$ cat config.mk
export PLATFORM = sky130hd
export DESIGN_NAME = xw_initiator
export DESIGN_NICKNAME = d
export VERILOG_FILES = /design/src/rtl/xw_pkg.sv /design/src/rtl/xw_initiator.sv
export SDC_FILE = /design/constraint.sdc
export NUM_CORES = 1
export LEC_CHECK = 0
export ABC_AREA = 1
export CORE_UTILIZATION = 45
export DETAILED_ROUTE_END_ITERATION = 10
export DONT_BUFFER_PORTS = 1
export PLACE_DENSITY = 0.6
export SETUP_SLACK_MARGIN = 0.3
export SYNTH_ARGS = -nofsm -noshare
export SYNTH_HDL_FRONTEND = slang
export SYNTH_SLANG_ARGS = --single-unit
$ cat constraint.sdc
create_clock -name clk -period 4 [get_ports clk]
set_clock_uncertainty 0.05 [all_clocks]
set_input_delay 0.8 -clock clk [delete_from_list [all_inputs] [get_ports clk]]
set_output_delay 0.8 -clock clk [all_outputs]
set_load 0.1 [all_outputs]
$ cat src/rtl/xw_pkg.sv
// Shared types and default widths for the X/W memory-style bus.
package xw_pkg;

  typedef enum logic [1:0] {IDLE, ISSUE, WAIT_RD, RESP} xw_init_state_t;

  typedef enum logic {PORT_X = 1'b0, PORT_W = 1'b1} xw_port_t;

  localparam int XW_AW = 16;
  localparam int XW_DW = 16;

endpackage

$ cat src/rtl/xw_initiator.sv
// X/W bus initiator: takes one command at a time, issues a single-cycle strobe
// on X or W, captures X read data after RD_LAT cycles and returns one response.
//
// state   | meaning
// IDLE    | cmd_ready high, waiting for a command
// ISSUE   | strobe cycle on X or W (addr/data valid)
// WAIT_RD | counting down until xa_data_rd is valid
// RESP    | rsp_valid high until the consumer takes it
module xw_initiator
  import xw_pkg::*;
#(
  parameter int AW     = XW_AW,
  parameter int DW     = XW_DW,
  parameter int RD_LAT = 1
) (
  input  logic          clk,
  input  logic          rst_b,
  input  logic          cmd_valid,
  output logic          cmd_ready,
  input  logic          cmd_we,
  input  logic          cmd_port,
  input  logic [AW-1:0] cmd_addr,
  input  logic [DW-1:0] cmd_wdata,
  output logic          rsp_valid,
  input  logic          rsp_ready,
  output logic [DW-1:0] rsp_rdata,
  output logic          rsp_err,
  output logic          xa_wr_s,
  output logic          xa_rd_s,
  output logic [AW-1:0] xa_addr,
  output logic [DW-1:0] xa_data_wr,
  input  logic [DW-1:0] xa_data_rd,
  output logic          wa_wr_s,
  output logic [AW-1:0] wa_addr,
  output logic [DW-1:0] wa_data_wr
);

  // Counter preload so that the last WAIT_RD cycle is the RD_LAT-th after the strobe.
  localparam logic [2:0] RD_CNT_INIT = 3'(RD_LAT - 1);

  xw_init_state_t state_q, state_d;
  logic           we_q;
  xw_port_t       port_q;
  logic [2:0]     cnt_q;

  logic accept;
  logic cmd_on_x;
  logic cmd_illegal;
  logic rd_sample;
  logic rsp_done;

  assign cmd_ready   = (state_q == IDLE);
  assign accept      = cmd_valid && cmd_ready;
  assign cmd_on_x    = (xw_port_t'(cmd_port) == PORT_X);
  // A read on W has no strobe to issue; it is answered directly with an error.
  assign cmd_illegal = !cmd_we && !cmd_on_x;
  assign rd_sample   = (state_q == WAIT_RD) && (cnt_q == 3'd0);
  assign rsp_done    = rsp_valid && rsp_ready;

  // State register.
  always_ff @(posedge clk or negedge rst_b) begin
    if (!rst_b) state_q <= IDLE;
    else        state_q <= state_d;
  end

  // Next-state decode.
  always_comb begin
    state_d = state_q;
    case (state_q)
      IDLE:    if (cmd_valid) state_d = cmd_illegal ? RESP : ISSUE;
      ISSUE:   state_d = (!we_q && port_q == PORT_X) ? WAIT_RD : RESP;
      WAIT_RD: if (cnt_q == 3'd0) state_d = RESP;
      RESP:    if (rsp_ready) state_d = IDLE;
      default: state_d = IDLE;
    endcase
  end

  // Command register: direction and port steer the ISSUE -> WAIT_RD/RESP choice.
  always_ff @(posedge clk or negedge rst_b) begin
    if (!rst_b) begin
      we_q   <= 1'b0;
      port_q <= PORT_X;
    end else if (accept) begin
      we_q   <= cmd_we;
      port_q <= xw_port_t'(cmd_port);
    end
  end

  // Read latency down-counter, loaded on the strobe cycle.
  always_ff @(posedge clk or negedge rst_b) begin
    if (!rst_b)                                   cnt_q <= 3'd0;
    else if (state_q == ISSUE)                    cnt_q <= RD_CNT_INIT;
    else if (state_q == WAIT_RD && cnt_q != 3'd0) cnt_q <= cnt_q - 3'd1;
  end

  // Bus outputs: strobes pulse for the ISSUE cycle; addr/data hold their last value.
  always_ff @(posedge clk or negedge rst_b) begin
    if (!rst_b) begin
      xa_wr_s    <= 1'b0;
      xa_rd_s    <= 1'b0;
      wa_wr_s    <= 1'b0;
      xa_addr    <= '0;
      xa_data_wr <= '0;
      wa_addr    <= '0;
      wa_data_wr <= '0;
    end else begin
      xa_wr_s <= accept && cmd_we && cmd_on_x;
      xa_rd_s <= accept && !cmd_we && cmd_on_x;
      wa_wr_s <= accept && cmd_we && !cmd_on_x;
      if (accept && cmd_on_x) begin
        xa_addr <= cmd_addr;
        if (cmd_we) xa_data_wr <= cmd_wdata;
      end
      if (accept && cmd_we && !cmd_on_x) begin
        wa_addr    <= cmd_addr;
        wa_data_wr <= cmd_wdata;
      end
    end
  end

  // Response register: held through backpressure, cleared on handshake.
  always_ff @(posedge clk or negedge rst_b) begin
    if (!rst_b) begin
      rsp_valid <= 1'b0;
      rsp_err   <= 1'b0;
      rsp_rdata <= '0;
    end else begin
      rsp_valid <= (state_d == RESP);
      if (accept)        rsp_err <= cmd_illegal;
      else if (rsp_done) rsp_err <= 1'b0;
      if (rd_sample)     rsp_rdata <= xa_data_rd;
      else if (rsp_done) rsp_rdata <= '0;
    end
  end

endmodule
After elaboration in Yosys (flattened, before gate mapping)
Cells that the tools add are included.
{"block": "word_totals", "ff_bits": 92, "latchBits": 0, "ram_bits": 0, "romBits": 0, "in_bits": 54, "output_inout_bits": 86, "elab_cells": 54, "memories": 0}
{"block": "op_classes", "n_addsub": 1, "multipliers": 0, "n_div": 0, "magnitude_cmp": 0, "eq_ne": 4, "shifts": 0, "muxes": 12, "n_bitwise": 2, "reduce_logical": 21}
{"cell": "two-way mux 16 bit", "n": 2}
{"cell": "logical AND 1 bit", "n": 12}
{"cell": "two-way mux 2 bit", "n": 4}
{"cell": "case mux 2 bit (4 select lines)", "n": 1}
{"cell": "equality test 2 bit, second input constant", "n": 3}
{"cell": "two-way mux 3 bit", "n": 2}
{"cell": "nonzero test 2 bit", "n": 3}
{"cell": "logical NOT 3 bit", "n": 1}
{"cell": "two-way mux 1 bit", "n": 3}
{"cell": "nonzero test 3 bit", "n": 1}
{"cell": "subtractor 3 x 1 -> 3 bit, second input constant", "n": 1}
{"cell": "equality test 2 x 1 -> 1 bit, second input constant", "n": 1}
{"cell": "logical NOT 1 bit", "n": 2}
{"cell": "logical NOT 2 bit", "n": 1}
{"cell": "NOT 1 bit", "n": 2}
{"cell": "AND reduction 2 bit", "n": 1}

Logic depth before layout (Yosys ltp)
{"block": "logic_depth", "ltp_word": 6, "mapped_depth": 8, "ltp_nobuf": 8}

Worst setup path before layout
OpenSTA, ideal clock, no wires.
{"block": "synth_path", "path_kind": "reg-to-reg", "from": "reg state_q[0]", "to": "reg wa_addr[11]", "setup_time_ps": 122, "t_arrival_ps": 1686, "required_time_ps": 3828, "slack_ps": 2142, "stages_incl_launch_ff": 9, "n_path_buf": 2, "period_less_slack_ps": 1858, "path_cell_list": "dfrtp_1 nor2_4 nand2_4 inv_2 nand3_2 buf_6 buf_6 nand2_1 o21ai_2"}
{"block": "synth_between", "elab_chain_len": 4}
{"element": "start: declaration", "line": "xw_initiator.sv:41", "source": "xw_init_state_t state_q, state_d;"}
{"element": "start signal: assignment", "line": "xw_initiator.sv:63", "source": "else state_q <= state_d;"}
{"element": "logical NOT 2 bit", "line": "xw_initiator.sv:52", "source": "assign cmd_ready = (state_q == IDLE);"}
{"element": "net cmd_ready", "line": "xw_initiator.sv:19", "source": "output logic cmd_ready,"}
{"element": "logical AND 1 bit", "line": "xw_initiator.sv:53", "source": "assign accept = cmd_valid && cmd_ready;"}
{"element": "logical AND 1 bit (2 in a row)", "line": "xw_initiator.sv:114", "source": "if (accept && cmd_we && !cmd_on_x) begin"}
{"element": "end signal: assignment", "line": "xw_initiator.sv:115", "source": "wa_addr <= cmd_addr;"}
{"element": "end: declaration", "line": "xw_initiator.sv:34", "source": "output logic [AW-1:0] wa_addr,"}
The timed path passes the listed nets, and every way through them passes these cells.
A chain may end at the register's enable or synchronous reset.

Final worst setup path
{"block": "layout_path", "from": "reg state_q[1]", "to": "reg wa_data_wr[15]"}
{"block": "layout_between", "elab_chain_len": 4}
{"element": "logical NOT 2 bit", "line": "xw_initiator.sv:52"}
{"element": "net cmd_ready", "line": "xw_initiator.sv:19"}
{"element": "logical AND 1 bit", "line": "xw_initiator.sv:53"}
{"element": "logical AND 1 bit (2 in a row)", "line": "xw_initiator.sv:114"}
{"element": "end signal: assignment", "line": "xw_initiator.sv:116", "source": "wa_data_wr <= cmd_wdata;"}
{"element": "end: declaration", "line": "xw_initiator.sv:35", "source": "output logic [DW-1:0] wa_data_wr"}
The timed path passes the listed nets, and every way through them passes these cells.

==> metrics.cfg <==
[setup_path]
crit_chain=nor2_4 -> nand2_4 -> inv_2 -> nand3_4 -> nand2_1 -> o21ai_2
reg2reg_depth=6
arrival_ps=2700
reg2reg_to=wa_data_wr[15]$_DFFE_PN0P_
cp.required_ps=4160
cp_max_fo=65
start_kind=flip-flop
cp_slowest_cell=nand3_4
r2r_slack_ps=1460
cp-end-kind=flip-flop
max_stage_delay_ps=620
rr_startpoint=state_q[1]$_DFF_PN0_
critPathKind=reg2reg

[layout]
fin_cells=473
post-route-util_pct=50.17
area_delta_synth_final_pct=5.363
fin_nets=422
nFillCells=727
drive_gt1_share_pct=16.98
antenna_cells=0

[routing]
drt_iter0_markers=98
vias=2342
routedWlPerCell_um=14.93
drc=0
ant_nets=0
finalWirelength_um=7061
first_pass_iters=4
avgViaCountPerCell=4.951

[clocking]
clock_sinks=92
clkTransAtPathRegs_ps=90
clk_path_buf_depth=2
ctsResizeCount=0
worstSkewPairLatency_ps=350
cts_max_level=3
cts_tree=built
postCtsSetupRepairBufs=0
ctsHoldBuffers=0
clockRootBuffer=clkbuf_8
numCtsBuffers=9

[logic_synthesis]
synth_common_cells=dfrtp_1 (92), nand2_1 (83), inv_1 (46)
ys_seq_area_share_pct=61.29
yosysMostFrequentCell=dfrtp_1
ys_ff_latch=92
yosysTopAreaCell=dfrtp_1
syn_area_um2=3756
avgSynthCellArea_um2=10.12
synth_edf_count=0
yosysWarnings=0
synth_cells=371
postSynth.asyncResetShare_pct=100.0
yosys.area.top_type_share_pct=61.29
ys.flop_type=dfrtp_1
synthTopCellsByArea=dfrtp_1 (61%), nand2_1 (8.3%), o21ai_2 (7.0%)
syn_nets=427
synth_cell_types=23

[sta]
fin_tns_setup_ps=0
fmax_mhz=393.8
tightest_slew_ps=940.4
finalCriticalPeriod_ps=2539
fin_crit_sh_pct=63.48
hold_viol=0
final_max_slew_viol_count=0
setup_viol=0
setup_ws_ps=1461
slew_headroom_pct=37.30
rsz0062_at_grt=false

[job]
cap_violations=0

[die]
num_rows=32
die_w_um=93.36
fp.coreArea_um2=7888
io_pins=140
dieHeight_um=93.36
start_util_pct=47.62
fp.dieArea_um2=8716

[global_route]
grt_pass1_vias=2229
antenna_found_initial=0
grt_overflow=0
grt_pass1_wl_um=11250
track_usage_pct=16.91
grt_max_degree=93

[place]
dp_slack_ps=1458
io_buffers=0
place_congestion=0.7253
place_hpwl_um=4721
dpl.cell_count=457

[status]
outcome=complete, no violations

[min_path]
hold_path_class=in2async

==> layout by cell type, fill, tap and decap left out, drive strengths merged <==
master / n
a21oi: 1
buf: 1
bufinv: 1
clkbuf: 9
clkinv: 5
dfrtp: 92
ha: 2
inv: 49
nand2: 93
nand3: 38
nor2: 10
o21ai: 67
o22ai: 2
xnor2: 1
==> routing by layer <==
metal	GRT usage, %	vias to the layer above	wire, um
li1	-	1165	-
met5	0	-	0
met3	7.317	10	705
met2	25.61	97	3174
met1	21.52	1070	3072
met4	6.154	0	108
==> stage by stage <==
step	area, um2	hold WS, ps
finish	3958	81.79
global route	3958	41.41
CTS	3958	55.78
detailed placement	3759	431.4
global placement	3759	433.9
floorplan	3756	403.0
==> logic make-up (layout without fill, tap and decap cells) <==
logic type	after synthesis	count (layout)	synth area share [%]
xor+xnor	1	1	0.2332
fa+ha+maj	2	2	0.6661
buf+inv	65	65	8.527
simple gates	141	141	16.89
flops	92	92	61.29
compound gates	70	70	12.39
==> flip-flops by register name, summed over array words and instances, names as in the netlist <==
register,cells
state_q,2
xa_addr,16
xa_wr_s,1
we_q,1
cnt_q,3
rsp_rdata,16
xa_rd_s,1
wa_wr_s,1
rsp_err,1
xa_data_wr,16
rsp_valid,1
wa_addr,16
port_q,1
wa_data_wr,16
==> layout make-up <==
type	instances	area, um2	area share (%)
tap	102	127.6	3.225
timing repair buffer	1	7.507	0.1897
sequential	92	2302	58.17
clock buffer	9	123.9	3.130
multi-input combinational	214	1141	28.83
inverter	48	180.2	4.553
clock inverter	7	75.07	1.897
==> worst max-delay path, delay by kind of cell (launching register included) <==
family	cells	cell delay [ps]
simple gates	4	1630
compound gates	1	80
flops	1	460
buf+inv	1	130
==> how the worst max path moves through the flow <==
| stage | start | endpoint | slack (ps) | cells past startpoint |
|---|---|---|---|---|
| 3_3_place_gp | state_q[1]$_DFF_PN0_ | wa_data_wr[9]$_DFFE_PN0P_ | 1480 | 6 |
| 4_1_cts | state_q[1]$_DFF_PN0_ | wa_data_wr[0]$_DFFE_PN0P_ | 1440 | 6 |
| 6_report | state_q[1]$_DFF_PN0_ | wa_data_wr[15]$_DFFE_PN0P_ | 1460 | 6 |
| 2_1_floorplan | state_q[0]$_DFF_PN0_ | wa_addr[11]$_DFFE_PN0P_ | 2140 | 8 |
| 3_5_place_dp | state_q[0]$_DFF_PN0_ | wa_data_wr[0]$_DFFE_PN0P_ | 1460 | 6 |
| 5_1_grt | state_q[0]$_DFF_PN0_ | wa_data_wr[2]$_DFFE_PN0P_ | 1210 | 6 |
Power is left out: the tool's default activity adds up to more than one toggle a clock period on the data nets, which glitch-free logic cannot reach.
